<file path="src/rtl/video_timing_if.sv">
`timescale 1ns/1ps
`default_nettype none
// +----------------------------------------------------------------------+
// | Module : video_timing_if                                             |
// | Brief  : Control inputs and raster/pixel outputs of the video timing |
// |          generator, bundled for the display output path.             |
// | Rev    : 1.0  initial release                                        |
// +----------------------------------------------------------------------+
interface video_timing_if #(
  parameter int XW = 10,
  parameter int YW = 10
);
  logic          i_en;
  logic [1:0]    i_pattern;
  logic          o_hsync;
  logic          o_vsync;
  logic          o_de;
  logic          o_line_start;
  logic          o_frame_start;
  logic [XW-1:0] o_x;
  logic [YW-1:0] o_y;
  logic [XW-1:0] o_fetch_x;
  logic [YW-1:0] o_fetch_y;
  logic          o_fetch_valid;
  logic [7:0]    o_r;
  logic [7:0]    o_g;
  logic [7:0]    o_b;

  // Timing generator side
  modport master (
    input  i_en, i_pattern,
    output o_hsync, o_vsync, o_de, o_line_start, o_frame_start,
           o_x, o_y, o_fetch_x, o_fetch_y, o_fetch_valid, o_r, o_g, o_b
  );

  // Display / frame-buffer side
  modport slave (
    output i_en, i_pattern,
    input  o_hsync, o_vsync, o_de, o_line_start, o_frame_start,
           o_x, o_y, o_fetch_x, o_fetch_y, o_fetch_valid, o_r, o_g, o_b
  );
endinterface
`default_nettype wire

</file>
<file path="src/rtl/video_timing_gen.sv">
`timescale 1ns/1ps
`default_nettype none
// +----------------------------------------------------------------------+
// | Module : video_timing_gen                                            |
// | Brief  : Parametrised raster timing generator with sync, DE, strobes,|
// |          pixel/prefetch positions and built-in test patterns.        |
// | Rev    : 1.0  initial release                                        |
// +----------------------------------------------------------------------+
module video_timing_gen #(
  parameter int H_ACTIVE = 640,
  parameter int H_FP     = 16,
  parameter int H_SYNC   = 96,
  parameter int H_BP     = 48,
  parameter int V_ACTIVE = 480,
  parameter int V_FP     = 10,
  parameter int V_SYNC   = 2,
  parameter int V_BP     = 33,
  parameter int HS_POL   = 0,
  parameter int VS_POL   = 0,
  parameter int PREFETCH = 2
) (
  input  wire logic       i_clk_pixel,
  input  wire logic       i_rst,
  video_timing_if.master  vt
);

  localparam int c_h_total = H_ACTIVE + H_FP + H_SYNC + H_BP;
  localparam int c_v_total = V_ACTIVE + V_FP + V_SYNC + V_BP;
  localparam int XW = $clog2(c_h_total);
  localparam int YW = $clog2(c_v_total);

  localparam logic [XW-1:0] c_x_last   = XW'(c_h_total - 1);
  localparam logic [YW-1:0] c_y_last   = YW'(c_v_total - 1);
  localparam logic [XW-1:0] c_h_active = XW'(H_ACTIVE);
  localparam logic [YW-1:0] c_v_active = YW'(V_ACTIVE);
  // Sync windows are held as inclusive first/last so the end never needs H_TOTAL itself
  localparam logic [XW-1:0] c_hs_first = XW'(H_ACTIVE + H_FP);
  localparam logic [XW-1:0] c_hs_last  = XW'(H_ACTIVE + H_FP + H_SYNC - 1);
  localparam logic [YW-1:0] c_vs_first = YW'(V_ACTIVE + V_FP);
  localparam logic [YW-1:0] c_vs_last  = YW'(V_ACTIVE + V_FP + V_SYNC - 1);
  localparam logic [XW-1:0] c_bar_w    = XW'((H_ACTIVE / 8 > 0) ? H_ACTIVE / 8 : 1);
  localparam logic [XW-1:0] c_pf_x     = XW'(PREFETCH);
  localparam logic          c_hs_on    = (HS_POL != 0);
  localparam logic          c_vs_on    = (VS_POL != 0);

  // Position counters (display and prefetch) and latched pattern
  logic [XW-1:0] r_x, r_fx;
  logic [YW-1:0] r_y, r_fy;
  logic [1:0]    r_pattern;

  // Output registers
  logic          r_hsync, r_vsync, r_de, r_ls, r_fs, r_fv;
  logic [XW-1:0] r_ox, r_ofx;
  logic [YW-1:0] r_oy, r_ofy;
  logic [7:0]    r_r, r_g, r_b;

  logic          w_x_wrap, w_y_wrap, w_fx_wrap, w_fy_wrap;
  logic          w_at_origin, w_de, w_hs_act, w_vs_act;
  logic [1:0]    w_pat;
  logic [XW-1:0] w_bar_q;
  logic [2:0]    w_bar;
  logic [7:0]    w_x8, w_y8;
  logic [7:0]    w_r, w_g, w_b;

  assign w_x_wrap    = (r_x == c_x_last);
  assign w_y_wrap    = (r_y == c_y_last);
  assign w_fx_wrap   = (r_fx == c_x_last);
  assign w_fy_wrap   = (r_fy == c_y_last);
  assign w_at_origin = (r_x == '0) && (r_y == '0);
  assign w_de        = (r_x < c_h_active) && (r_y < c_v_active);
  assign w_hs_act    = (r_x >= c_hs_first) && (r_x <= c_hs_last);
  assign w_vs_act    = (r_y >= c_vs_first) && (r_y <= c_vs_last);

  // The first pixel of a frame already uses the pattern being latched at that clock
  assign w_pat   = w_at_origin ? vt.i_pattern : r_pattern;
  assign w_bar_q = r_x / c_bar_w;
  assign w_bar   = (w_bar_q > XW'(7)) ? 3'd7 : w_bar_q[2:0];

  // Low byte of each coordinate, zero-extended for small rasters
  if (XW >= 8) begin : g_x8_wide
    assign w_x8 = r_x[7:0];
  end else begin : g_x8_narrow
    assign w_x8 = {{(8 - XW){1'b0}}, r_x};
  end

  if (YW >= 8) begin : g_y8_wide
    assign w_y8 = r_y[7:0];
  end else begin : g_y8_narrow
    assign w_y8 = {{(8 - YW){1'b0}}, r_y};
  end

  // Test pattern colour for the current counter position; black outside the active area
  always_comb begin
    w_r = 8'h00;
    w_g = 8'h00;
    w_b = 8'h00;
    if (w_de) begin
      case (w_pat)
        2'd1: begin
          w_r = {8{~w_bar[1]}};
          w_g = {8{~w_bar[2]}};
          w_b = {8{~w_bar[0]}};
        end
        2'd2: begin
          if (w_x8[5] ^ w_y8[5]) begin
            w_r = 8'hFF;
            w_g = 8'hFF;
            w_b = 8'hFF;
          end
        end
        2'd3: begin
          w_r = w_x8;
          w_g = w_y8;
          w_b = w_x8 + w_y8;
        end
        default: ;
      endcase
    end
  end

  // Advance display and prefetch counters; latch the pattern at the frame origin
  always_ff @(posedge i_clk_pixel) begin
    if (i_rst) begin
      r_x       <= '0;
      r_y       <= '0;
      r_fx      <= c_pf_x;
      r_fy      <= '0;
      r_pattern <= 2'd0;
    end else if (vt.i_en) begin
      r_x  <= w_x_wrap ? '0 : r_x + XW'(1);
      if (w_x_wrap) begin
        r_y <= w_y_wrap ? '0 : r_y + YW'(1);
      end
      r_fx <= w_fx_wrap ? '0 : r_fx + XW'(1);
      if (w_fx_wrap) begin
        r_fy <= w_fy_wrap ? '0 : r_fy + YW'(1);
      end
      if (w_at_origin) begin
        r_pattern <= vt.i_pattern;
      end
    end
  end

  // Register every output one clock after the counter state it describes
  always_ff @(posedge i_clk_pixel) begin
    if (i_rst) begin
      r_hsync <= ~c_hs_on;
      r_vsync <= ~c_vs_on;
      r_de    <= 1'b0;
      r_ls    <= 1'b0;
      r_fs    <= 1'b0;
      r_fv    <= 1'b0;
      r_ox    <= '0;
      r_oy    <= '0;
      r_ofx   <= '0;
      r_ofy   <= '0;
      r_r     <= 8'h00;
      r_g     <= 8'h00;
      r_b     <= 8'h00;
    end else if (vt.i_en) begin
      r_hsync <= w_hs_act ? c_hs_on : ~c_hs_on;
      r_vsync <= w_vs_act ? c_vs_on : ~c_vs_on;
      r_de    <= w_de;
      r_ls    <= (r_x == '0);
      r_fs    <= w_at_origin;
      r_fv    <= (r_fx < c_h_active) && (r_fy < c_v_active);
      r_ox    <= r_x;
      r_oy    <= r_y;
      r_ofx   <= r_fx;
      r_ofy   <= r_fy;
      r_r     <= w_r;
      r_g     <= w_g;
      r_b     <= w_b;
    end
  end

  assign vt.o_hsync       = r_hsync;
  assign vt.o_vsync       = r_vsync;
  assign vt.o_de          = r_de;
  assign vt.o_line_start  = r_ls;
  assign vt.o_frame_start = r_fs;
  assign vt.o_fetch_valid = r_fv;
  assign vt.o_x           = r_ox;
  assign vt.o_y           = r_oy;
  assign vt.o_fetch_x     = r_ofx;
  assign vt.o_fetch_y     = r_ofy;
  assign vt.o_r           = r_r;
  assign vt.o_g           = r_g;
  assign vt.o_b           = r_b;

endmodule
`default_nettype wire
</file>
<file path="src/flat_wrapper.sv">
// flat-port wrapper written by rule: the top's interface ports become plain ports
module video_timing_gen_flat 
#(
  parameter int H_ACTIVE = 640,
  parameter int H_FP     = 16,
  parameter int H_SYNC   = 96,
  parameter int H_BP     = 48,
  parameter int V_ACTIVE = 480,
  parameter int V_FP     = 10,
  parameter int V_SYNC   = 2,
  parameter int V_BP     = 33,
  parameter int HS_POL   = 0,
  parameter int VS_POL   = 0,
  parameter int PREFETCH = 2
)
  (i_clk_pixel, i_rst, vt_i_en, vt_i_pattern, vt_o_hsync, vt_o_vsync, vt_o_de, vt_o_line_start, vt_o_frame_start, vt_o_x, vt_o_y, vt_o_fetch_x, vt_o_fetch_y, vt_o_fetch_valid, vt_o_r, vt_o_g, vt_o_b);
  video_timing_if vt_i ();
  input  wire logic i_clk_pixel;
  input  wire logic i_rst;
  input wire logic [$bits(vt_i.i_en)-1:0] vt_i_en;
  input wire logic [$bits(vt_i.i_pattern)-1:0] vt_i_pattern;
  output wire logic [$bits(vt_i.o_hsync)-1:0] vt_o_hsync;
  output wire logic [$bits(vt_i.o_vsync)-1:0] vt_o_vsync;
  output wire logic [$bits(vt_i.o_de)-1:0] vt_o_de;
  output wire logic [$bits(vt_i.o_line_start)-1:0] vt_o_line_start;
  output wire logic [$bits(vt_i.o_frame_start)-1:0] vt_o_frame_start;
  output wire logic [$bits(vt_i.o_x)-1:0] vt_o_x;
  output wire logic [$bits(vt_i.o_y)-1:0] vt_o_y;
  output wire logic [$bits(vt_i.o_fetch_x)-1:0] vt_o_fetch_x;
  output wire logic [$bits(vt_i.o_fetch_y)-1:0] vt_o_fetch_y;
  output wire logic [$bits(vt_i.o_fetch_valid)-1:0] vt_o_fetch_valid;
  output wire logic [$bits(vt_i.o_r)-1:0] vt_o_r;
  output wire logic [$bits(vt_i.o_g)-1:0] vt_o_g;
  output wire logic [$bits(vt_i.o_b)-1:0] vt_o_b;
  assign vt_i.i_en = vt_i_en;
  assign vt_i.i_pattern = vt_i_pattern;
  assign vt_o_hsync = vt_i.o_hsync;
  assign vt_o_vsync = vt_i.o_vsync;
  assign vt_o_de = vt_i.o_de;
  assign vt_o_line_start = vt_i.o_line_start;
  assign vt_o_frame_start = vt_i.o_frame_start;
  assign vt_o_x = vt_i.o_x;
  assign vt_o_y = vt_i.o_y;
  assign vt_o_fetch_x = vt_i.o_fetch_x;
  assign vt_o_fetch_y = vt_i.o_fetch_y;
  assign vt_o_fetch_valid = vt_i.o_fetch_valid;
  assign vt_o_r = vt_i.o_r;
  assign vt_o_g = vt_i.o_g;
  assign vt_o_b = vt_i.o_b;
  video_timing_gen #(.H_ACTIVE(H_ACTIVE), .H_FP(H_FP), .H_SYNC(H_SYNC), .H_BP(H_BP), .V_ACTIVE(V_ACTIVE), .V_FP(V_FP), .V_SYNC(V_SYNC), .V_BP(V_BP), .HS_POL(HS_POL), .VS_POL(VS_POL), .PREFETCH(PREFETCH)) u_core (.i_clk_pixel(i_clk_pixel), .i_rst(i_rst), .vt(vt_i));
endmodule
</file>
<file path="config.mk">
export PLATFORM = sky130hd
export DESIGN_NAME = video_timing_gen_flat
export DESIGN_NICKNAME = d
export VERILOG_FILES = /design/src/rtl/video_timing_if.sv /design/src/rtl/video_timing_gen.sv /design/src/flat_wrapper.sv
export SDC_FILE = /design/constraint.sdc
export NUM_CORES = 1
export LEC_CHECK = 0
export ABC_AREA = 1
export CAP_MARGIN = 15
export CORE_UTILIZATION = 45
export DETAILED_ROUTE_END_ITERATION = 8
export PLACE_DENSITY = 0.71
export SLEW_MARGIN = 20
export SYNTH_ARGS = -nofsm -noshare
export SYNTH_HDL_FRONTEND = slang
export SYNTH_SLANG_ARGS = --single-unit
</file>
<file path="constraint.sdc">
create_clock -name i_clk_pixel -period 2 [get_ports i_clk_pixel]
set_input_delay 0.4 -clock i_clk_pixel [delete_from_list [all_inputs] [get_ports i_clk_pixel]]
set_output_delay 0.4 -clock i_clk_pixel [all_outputs]
set_load 0.03 [all_outputs]
</file>
Word level (Yosys, flattened, before mapping)
Index checks and enable logic that the tools add are counted.
{"block": "word_totals", "ff_bits": 112, "inputBits": 5, "output_inout_bits": 70, "word_cells": 68}
{"block": "classes", "add_sub_neg": 5, "div_mod_pow": 1, "magnitude_cmp": 9, "eq_ne": 7, "muxes": 15, "n_bitwise": 4, "reduce_logical": 9}
{"op": "case mux 8 bit (3 select lines)", "n": 3}
{"op": "adder 10 x 1 -> 10 bit (second input constant)", "n": 4}
{"op": "equality test 10 bit (second input constant)", "n": 4}
{"op": "2-to-1 mux 10 bit", "n": 4}
{"op": "2-to-1 mux 8 bit", "n": 4}
{"op": "logical NOT 10 bit", "n": 2}
{"op": "< comparator 10 bit (second input constant)", "n": 2}
{"op": "< comparator 10 x 9 -> 1 bit (second input constant)", "n": 2}
{"op": "divider 10 x 7 -> 10 bit (second input constant)", "n": 1}
{"op": "greater-or-equal comparator 10 bit (second input constant)", "n": 1}
{"op": "greater-or-equal comparator 10 x 9 -> 1 bit (second input constant)", "n": 1}
{"op": "greater-than comparator 10 x 3 -> 1 bit (second input constant)", "n": 1}
{"op": "less-or-equal comparator 10 bit (second input constant)", "n": 1}
{"op": "less-or-equal comparator 10 x 9 -> 1 bit (second input constant)", "n": 1}
{"op": "adder 8 bit", "n": 1}
{"op": "logical AND 1 bit", "n": 5}
{"op": "equality test 2 bit (second input constant)", "n": 2}
{"op": "AND reduction 2 bit", "n": 2}
{"op": "2-to-1 mux 3 bit", "n": 1}
{"op": "inverter 1 bit", "n": 3}
{"op": "equality test 2 x 1 -> 1 bit (second input constant)", "n": 1}
{"op": "2-to-1 mux 1 bit", "n": 2}
{"op": "2-to-1 mux 2 bit", "n": 1}
{"op": "bitwise XOR 1 bit", "n": 1}

Longest topological paths before layout
Gate-level depths: netlist (run 1).
{"block": "logic_depth", "word_depth": 6, "mapped_depth": 16, "ltp_nobuf": 15}

Worst setup path after synthesis (run 1)
Ideal clock, no wire load.
{"block": "synth_path", "kind": "register -> register", "start": "reg u_core.r_x[1]", "end": "reg u_core.r_y[8]", "setup_time_ns": 0.119, "arrival_time_ns": 1.761, "required_time_ns": 1.881, "setup_slack_ns": 0.119, "stages_incl_launch_ff": 11, "n_path_buf": 0, "period_less_slack_ns": 1.881, "cell_sequence": "dfxtp_1 ha_1 nand2_1 inv_1 nand4_1 nor3_4 nand2_1 nor3_1 nand4_1 o21ai_0 a21oi_1"}
{"block": "synth_via", "elab_chain_cells": 2}
{"element": "from (decl)", "line_no": "video_timing_gen.sv:47", "source": "logic [XW-1:0] r_x, r_fx;"}
{"element": "from (signal assigned)", "line_no": "video_timing_gen.sv:130", "source": "r_x <= w_x_wrap ? '0 : r_x + XW'(1);"}
{"element": "equality test 10 bit", "line_no": "video_timing_gen.sv:65", "source": "assign w_x_wrap = (r_x == c_x_last);"}
{"element": "AND reduction 2 bit (no source line)"}
{"element": "to (signal assigned)", "line_no": "video_timing_gen.sv:132", "source": "r_y <= w_y_wrap ? '0 : r_y + YW'(1);"}
{"element": "to (decl)", "line_no": "video_timing_gen.sv:48", "source": "logic [YW-1:0] r_y, r_fy;"}
No other way between the ends.
A chain may end at the register's enable or synchronous reset.

Worst setup path in the final report (run 1)
{"block": "layout_path", "start": "reg u_core.r_x[1]", "end": "reg u_core.r_b[4], in the netlist u_core.vt.o_b[4]"}
{"block": "layout_via", "elab_chain_cells": 6, "word_cells_on_any_way": 15, "cone_classes": "add/sub: 1; div: 1; order compare: 2; eq/ne: 3; mux: 4; bitwise: 1; reduce/logical: 3"}
{"element": "divider 10 x 7 -> 10 bit or logical NOT 10 bit (tied branches)", "line_no": "video_timing_gen.sv:76, video_timing_gen.sv:69"}
{"element": "greater-than comparator 10 x 3 -> 1 bit or logical AND 1 bit (tied branches)", "line_no": "video_timing_gen.sv:77, video_timing_gen.sv:69"}
{"element": "2-to-1 mux 3 bit or 2-to-1 mux 2 bit (tied branches)", "line_no": "video_timing_gen.sv:77, video_timing_gen.sv:75"}
{"element": "inverter 1 bit (tied with other cells)", "line_no": "video_timing_gen.sv:102", "source": "w_b = {8{~w_bar[0]}};"}
{"element": "case mux 8 bit (3 select lines)", "line_no": "video_timing_gen.sv:98", "source": "case (w_pat)"}
{"element": "2-to-1 mux 8 bit *", "line_no": "video_timing_gen.sv:97", "source": "if (w_de) begin"}
{"element": "to (signal assigned)", "line_no": "video_timing_gen.sv:173", "source": "r_b <= w_b;"}
{"element": "to (decl)", "line_no": "video_timing_gen.sv:55", "source": "logic [7:0] r_r, r_g, r_b;"}
Every way passes the cells marked *; elsewhere a longest branch is shown, timed or not.

==> results of run 1 <==
-- worst max-delay path, cell delays in order (launching register included) --
cell     delay, ns
dfxtp_4       0.37
inv_4         0.06
ha_4          0.13
nand3_4       0.06
nor2_4        0.14
nand2_4       0.10
o21ai_4       0.28
buf_6         0.15
nand3_2       0.08
nor2_2        0.14
nand2_2       0.12
nand2_1       0.09
nand2_1       0.06
a21oi_2       0.13
-- per-stage QoR --
step | std cells | hold WS, ns | setup TNS (ns) | worst slack (ns) | area, µm²
floorplan | 696 | 0.452 | 0 | 0.119 | 5180
global placement | 929 | 0.452 | 0 | 0.0154 | 6340
detailed placement | 929 | 0.456 | -0.00732 | -0.00408 | 6340
CTS | 945 | 0.467 | 0 | 0.00692 | 6630
global route | 956 | 0.485 | -0.874 | -0.107 | 6970
finish | 956 | 0.466 | 0 | 0.00271 | 6970
-- cells by family after synthesis --
kind of cell	after synthesis	share of synthesized area, %
xor+xnor	13	2.20
compound gates	157	16.7
fa+ha+maj	15	3.77
flops	112	43.3
simple gates	309	26.9
buf+inv	90	7.17
-- repair_timing --
item / in CTS / in global routing
gates cloned: 0 / 1
setup buffers: 0 / 10
endpoints found under the setup margin: 16 / 30
resized for setup: 4 / 74
pin swaps: 0 / 25
-- final timing paths --
kind,endpoint,cells after the start
max,u_core.vt.o_b[4],13
min,u_core.vt.o_r[3],2
max reg2reg,u_core.vt.o_b[4],13
min reg2reg,u_core.vt.o_r[3],2
-- placed cells by master, fill, tap and decap left out, drive strengths merged, types with 13 or more instances in the layout --
cell type	count
nand2	142
dfxtp	112
nor2	85
a21oi	77
clkdlybuf4s50	73
inv	61
buf	59
o21ai	57
nand3	38
nor3	20
ha	14
nand4	13
-- power by group --
group,leakage [nW],internal (mW),switching [mW]
Sequential,0.920,2.31,0.0507
Combinational,1.71,0.298,0.459
Clock,0.140,0.975,0.835
Total,2.77,3.58,1.34
-- metal layers --
layer | track usage (%) | wire (µm) | vias to the layer above
li1 | - | - | 2543
met1 | 29.8 | 6180 | 2393
met2 | 38.9 | 6580 | 140
met3 | 4.27 | 720 | 31
met4 | 12.5 | 467 | 0
met5 | 0 | 0 | -
-- layout make-up --
class                   count  share of cell area [%]
well taps                 140                    2.51
inverters                  61                    3.45
clock inverters             5                   0.808
clock buffers              11                    3.34
multi-input cells         495                    40.0
repair buffers            132                    17.3
flip-flops and latches    112                    32.6
-- registers in the layout, indices dropped and copies added (netlist names) --
signal and flops:
u_core.vt.o_y 10, u_core.vt.o_hsync 1, u_core.vt.o_vsync 1, u_core.r_fy 10, u_core.vt.o_de 1, u_core.vt.o_frame_start 1, u_core.r_y 10, u_core.vt.o_r 8
u_core.r_fx 10, u_core.r_x 10, u_core.vt.o_line_start 1, u_core.r_pattern 2, u_core.vt.o_b 8, u_core.vt.o_g 8, u_core.vt.o_x 10, u_core.vt.o_fetch_y 10
u_core.vt.o_fetch_valid 1, u_core.vt.o_fetch_x 10
==> impl_metrics.ini, run 1 <==
[run]
drv_cap = 0

[critical_path]
cp_max_fo = 8
end_kind = flop
start_kind = flop
r2r-start = u_core.r_x[1]
startpoint = u_core.r_x[1]
critPathKind = flop to flop
arrival_ns = 2.28
rrSetupSlack_ns = 0.003
cp_data_required_time_ns = 2.28

[synthesis]
synth_top_cell_area_share_pct = 43.3
synth_async_sr_flop_share_pct = 0
yosysMostFrequentCell = nand2_1
synth_edf_count = 0
synth_area_leaders = dfxtp_1 43%, nand2_1 9.9%, a21oi_1 7.4%, nor2_1 5.8%, o21ai_0 5.3%
ys_ff_latch = 112
ys_seq_area_share_pct = 43.3
synth.cell_area_um2 = 5180
synthTopCellsByCount = 136 x nand2_1, 112 x dfxtp_1, 80 x nor2_1, 77 x a21oi_1, 57 x inv_1
synthCells = 696
ys_types = 43
syn-num-nets = 716
yosysWarningCount = 0
yosys.area.top_type = dfxtp_1
synth_top_flop_cell = dfxtp_1
synth.avg_cell_area_um2 = 7.45

[global_routing]
grt_pass1_wl_mm = 22.1
antenna_found_initial = 0
overflow = 0
grt_usage_pct = 23.8
first_global_vias = 4681
grt_max_degree = 48

[detailed_routing]
drc = 0
via_per_inst = 5.34
wirelength_mm = 13.9
wl_per_cell_um = 14.6
drt_iter0_drc = 252
drt_pass1_iterations = 4
ant_nets = 0
via_count = 5107

[sta]
finalCritPeriodShare_pct = 99.9
slew_violations = 0
fmax_mhz = 501
period_minus_slack_ns = 2.00
rsz0062_at_grt = true
slew_headroom_pct = 68.9
setup_viol = 0
clock_skew_ns = 0.00723
hold_viol_final = 0
worstMarginPinSlew_ns = 0.463

[finish]
seq_area_um2 = 2270
multi_input_area_um2 = 2790
layout-drive-gt1-share_pct = 17.5
area_growth_pct = 34.5
num-nets-final = 831
fillers = 956
num_antenna_cells = 0
final_core_util_pct = 63.2

[run_status]
status = finished, final reports clean

[floorplan]
dieArea_um2 = 11900
io_pins = 75
core_um2 = 11000
die_h_um = 109
die-width_um = 109
rows = 38
start_util_pct = 47.0

[worst_hold_path]
hold_class = flop to flop
min_from = u_core.vt.o_r[3]

[power]
total_power_mw = 4.92
total_leakage_power_nw = 2.77
p_per_area_nw_per_um2 = 706
ir_worst_vdd_uv = 543

[clock_network]
clock_latency_ns = 0.35
numCtsBuffers = 9
root_buffer = clkbuf_16
cts_tree = done
clockBufferDepth = 2
cts_max_level = 3
clk_pin_slew_ns = 0.07
clock_sinks = 112
cts_hold_buf = 0

[placed_design]
place.gp.congestion = 0.983
io_buffers = 74
post-dp-hpwl_mm = 10.0
No activity file was read; power rests on OpenSTA's default activity.
==> run 2: changes to the inputs <==
TNS_END_PERCENT = 50   (was not set)
==> run 2 against run 1 <==
  * Via count increased by 0.18%
  * Sequential power about the same
  * Clock skew about the same
  * Die area unchanged
  * Wire length about the same
  * Final cell count unchanged
  * Critical path type unchanged
==> impl_metrics.ini, run 2 (synthesis results as in run 1) <==
[power]
ir_worst_vdd_uv = 544
total_leakage_power_nw = 2.77
power.internal_mw = 3.58
swShare_pct = 27.3
clkPwrFrac_pct = 36.8
p_per_area_nw_per_um2 = 706
pwr-share-comb_pct = 15.4
seq_power_share_pct = 47.9
p_sw_mw = 1.34

[clock_network]
numCtsBuffers = 9
root_buffer = clkbuf_16
cts_max_level = 3
cts_tree = done
cts_hold_buf = 0
clock_sinks = 112
clock_latency_ns = 0.35
clockBufferDepth = 2
clk_pin_slew_ns = 0.07

[run_status]
status = finished, final reports clean

[finish]
layout_commonest_cell = nand2_1
fin_cells = 956
final_core_util_pct = 63.2
area_growth_pct = 34.5
fillers = 956
layout-drive-gt1-share_pct = 17.6
num-nets-final = 831
final_area_um2 = 6970
num_antenna_cells = 0
mostFrequentLayoutCells = 132 x nand2_1, 102 x dfxtp_1, 74 x a21oi_1, 73 x nor2_1, 73 x clkdlybuf4s50_1

[global_routing]
grt_usage_pct = 23.8
overflow = 0
grt_max_degree = 48
grt_pass1_wl_mm = 22.1
antenna_found_initial = 0
first_global_vias = 4681

[sta]
finalSetupTns_ns = 0
rsz0062_at_grt = true
setup_viol = 0
fmax_mhz = 501
clock_skew_ns = 0.00723
slew_headroom_pct = 68.9
slew_violations = 0
period_minus_slack_ns = 2.00
finalCritPeriodShare_pct = 99.9
worstMarginPinSlew_ns = 0.463
hold_viol_final = 0

[critical_path]
critPathCapture = u_core.vt.o_b[4]
r2r-end = u_core.vt.o_b[4]
startpoint = u_core.r_x[1]
max_stage_delay_ns = 0.37
end_kind = flop
critPathSlowestCell = dfxtp_4
cp_cell_sequence = inv_4, ha_4, nand3_4, nor2_4, nand2_4, o21ai_4, buf_6, nand3_2, nor2_2, nand2_2, nand2_1, nand2_1, a21oi_2
cp_max_fo = 8
arrival_ns = 2.28
r2r_cells = 13
crit_path_frequent_cell = nand2_1
cp_data_required_time_ns = 2.28
rrSetupSlack_ns = 0.003
r2r-start = u_core.r_x[1]
start_kind = flop
critPathKind = flop to flop

[placed_design]
place_area_um2 = 6340
place.gp.congestion = 0.983
dp.cells = 929
io_buffers = 74
post-dp-hpwl_mm = 10.0

[floorplan]
core_um2 = 11000
dieArea_um2 = 11900
start_util_pct = 47.0
die_h_um = 109
rows = 38
die-width_um = 109
io_pins = 75

[detailed_routing]
drc = 0
wl_per_cell_um = 14.6
drt_iter0_drc = 252
wirelength_mm = 14.0
drt_pass1_iterations = 5
ant_nets = 0
via_count = 5116
via_per_inst = 5.35

[worst_hold_path]
hold_class = flop to flop

[run]
drv_cap = 0
-- run 2: how the worst min path moves through the flow --
stage / slack [ns] / cells after the start / endpoint / startpoint
floorplan: 0.45 / 2 / u_core.r_fy[9] / u_core.r_fy[9]
global placement: 0.45 / 2 / u_core.vt.o_y[1] / u_core.vt.o_y[1]
detailed placement: 0.46 / 2 / u_core.vt.o_g[2] / u_core.vt.o_g[2]
CTS: 0.47 / 2 / u_core.vt.o_g[2] / u_core.vt.o_g[2]
global route: 0.48 / 2 / u_core.vt.o_r[5] / u_core.vt.o_r[5]
finish: 0.47 / 2 / u_core.vt.o_r[3] / u_core.vt.o_r[3]
-- run 2: area by class of cell --
type,count,area [µm²],area share (%)
Tap cell,140,175,2.51
Multi-Input combinational cell,495,2790,40.0
Sequential cell,112,2270,32.6
Clock buffer,11,233,3.34
Inverter,61,240,3.45
Clock inverter,5,56.3,0.808
Timing Repair Buffer,132,1210,17.3
-- run 2: power by group through the flow --
stage / Clock (mW) / Sequential, mW / Combinational [mW]
2_1_floorplan: 0 / 2.55 / 0.299
3_3_place_gp: 0 / 2.41 / 0.692
3_5_place_dp: 0 / 2.41 / 0.701
4_1_cts: 1.83 / 2.36 / 0.704
5_1_grt: 1.93 / 2.37 / 0.820
6_report: 1.81 / 2.36 / 0.756
-- run 2: timing repair --
item | 4_1_cts | 5_1_grt
pin swaps | 0 | 25
gates resized for setup | 4 | 75
setup buffers | 0 | 10
gates cloned | 0 | 1
endpoints found under the setup margin | 16 | 30
-- run 2: metrics by stage --
| step | hold WS, ns | setup slack (ns) | power [mW] |
|---|---|---|---|
| final | 0.466 | 0.00271 | 4.92 |
| after global routing | 0.485 | -0.107 | 5.11 |
| after CTS | 0.467 | 0.00692 | 4.89 |
| after detailed placement | 0.456 | -0.00408 | 3.11 |
| after global placement | 0.452 | 0.0154 | 3.10 |
| after floorplan | 0.452 | 0.119 | 2.85 |
-- run 2: worst max-delay path, delay by kind of cell, from the launching register on --
kind / cells / cell delay (ns)
fa+ha+maj: 1 / 0.13
buf+inv: 2 / 0.21
flops: 1 / 0.37
compound gates: 2 / 0.41
simple gates: 8 / 0.79
-- run 2: routing by layer --
| metal | GRT usage, % | part of all wire [%] | up-vias |
|---|---|---|---|
| met5 | 0 | 0 | - |
| met4 | 12.5 | 3.3 | 0 |
| met3 | 4.27 | 5.2 | 31 |
| met2 | 38.9 | 47 | 142 |
| met1 | 29.8 | 44 | 2401 |
| li1 | - | - | 2542 |
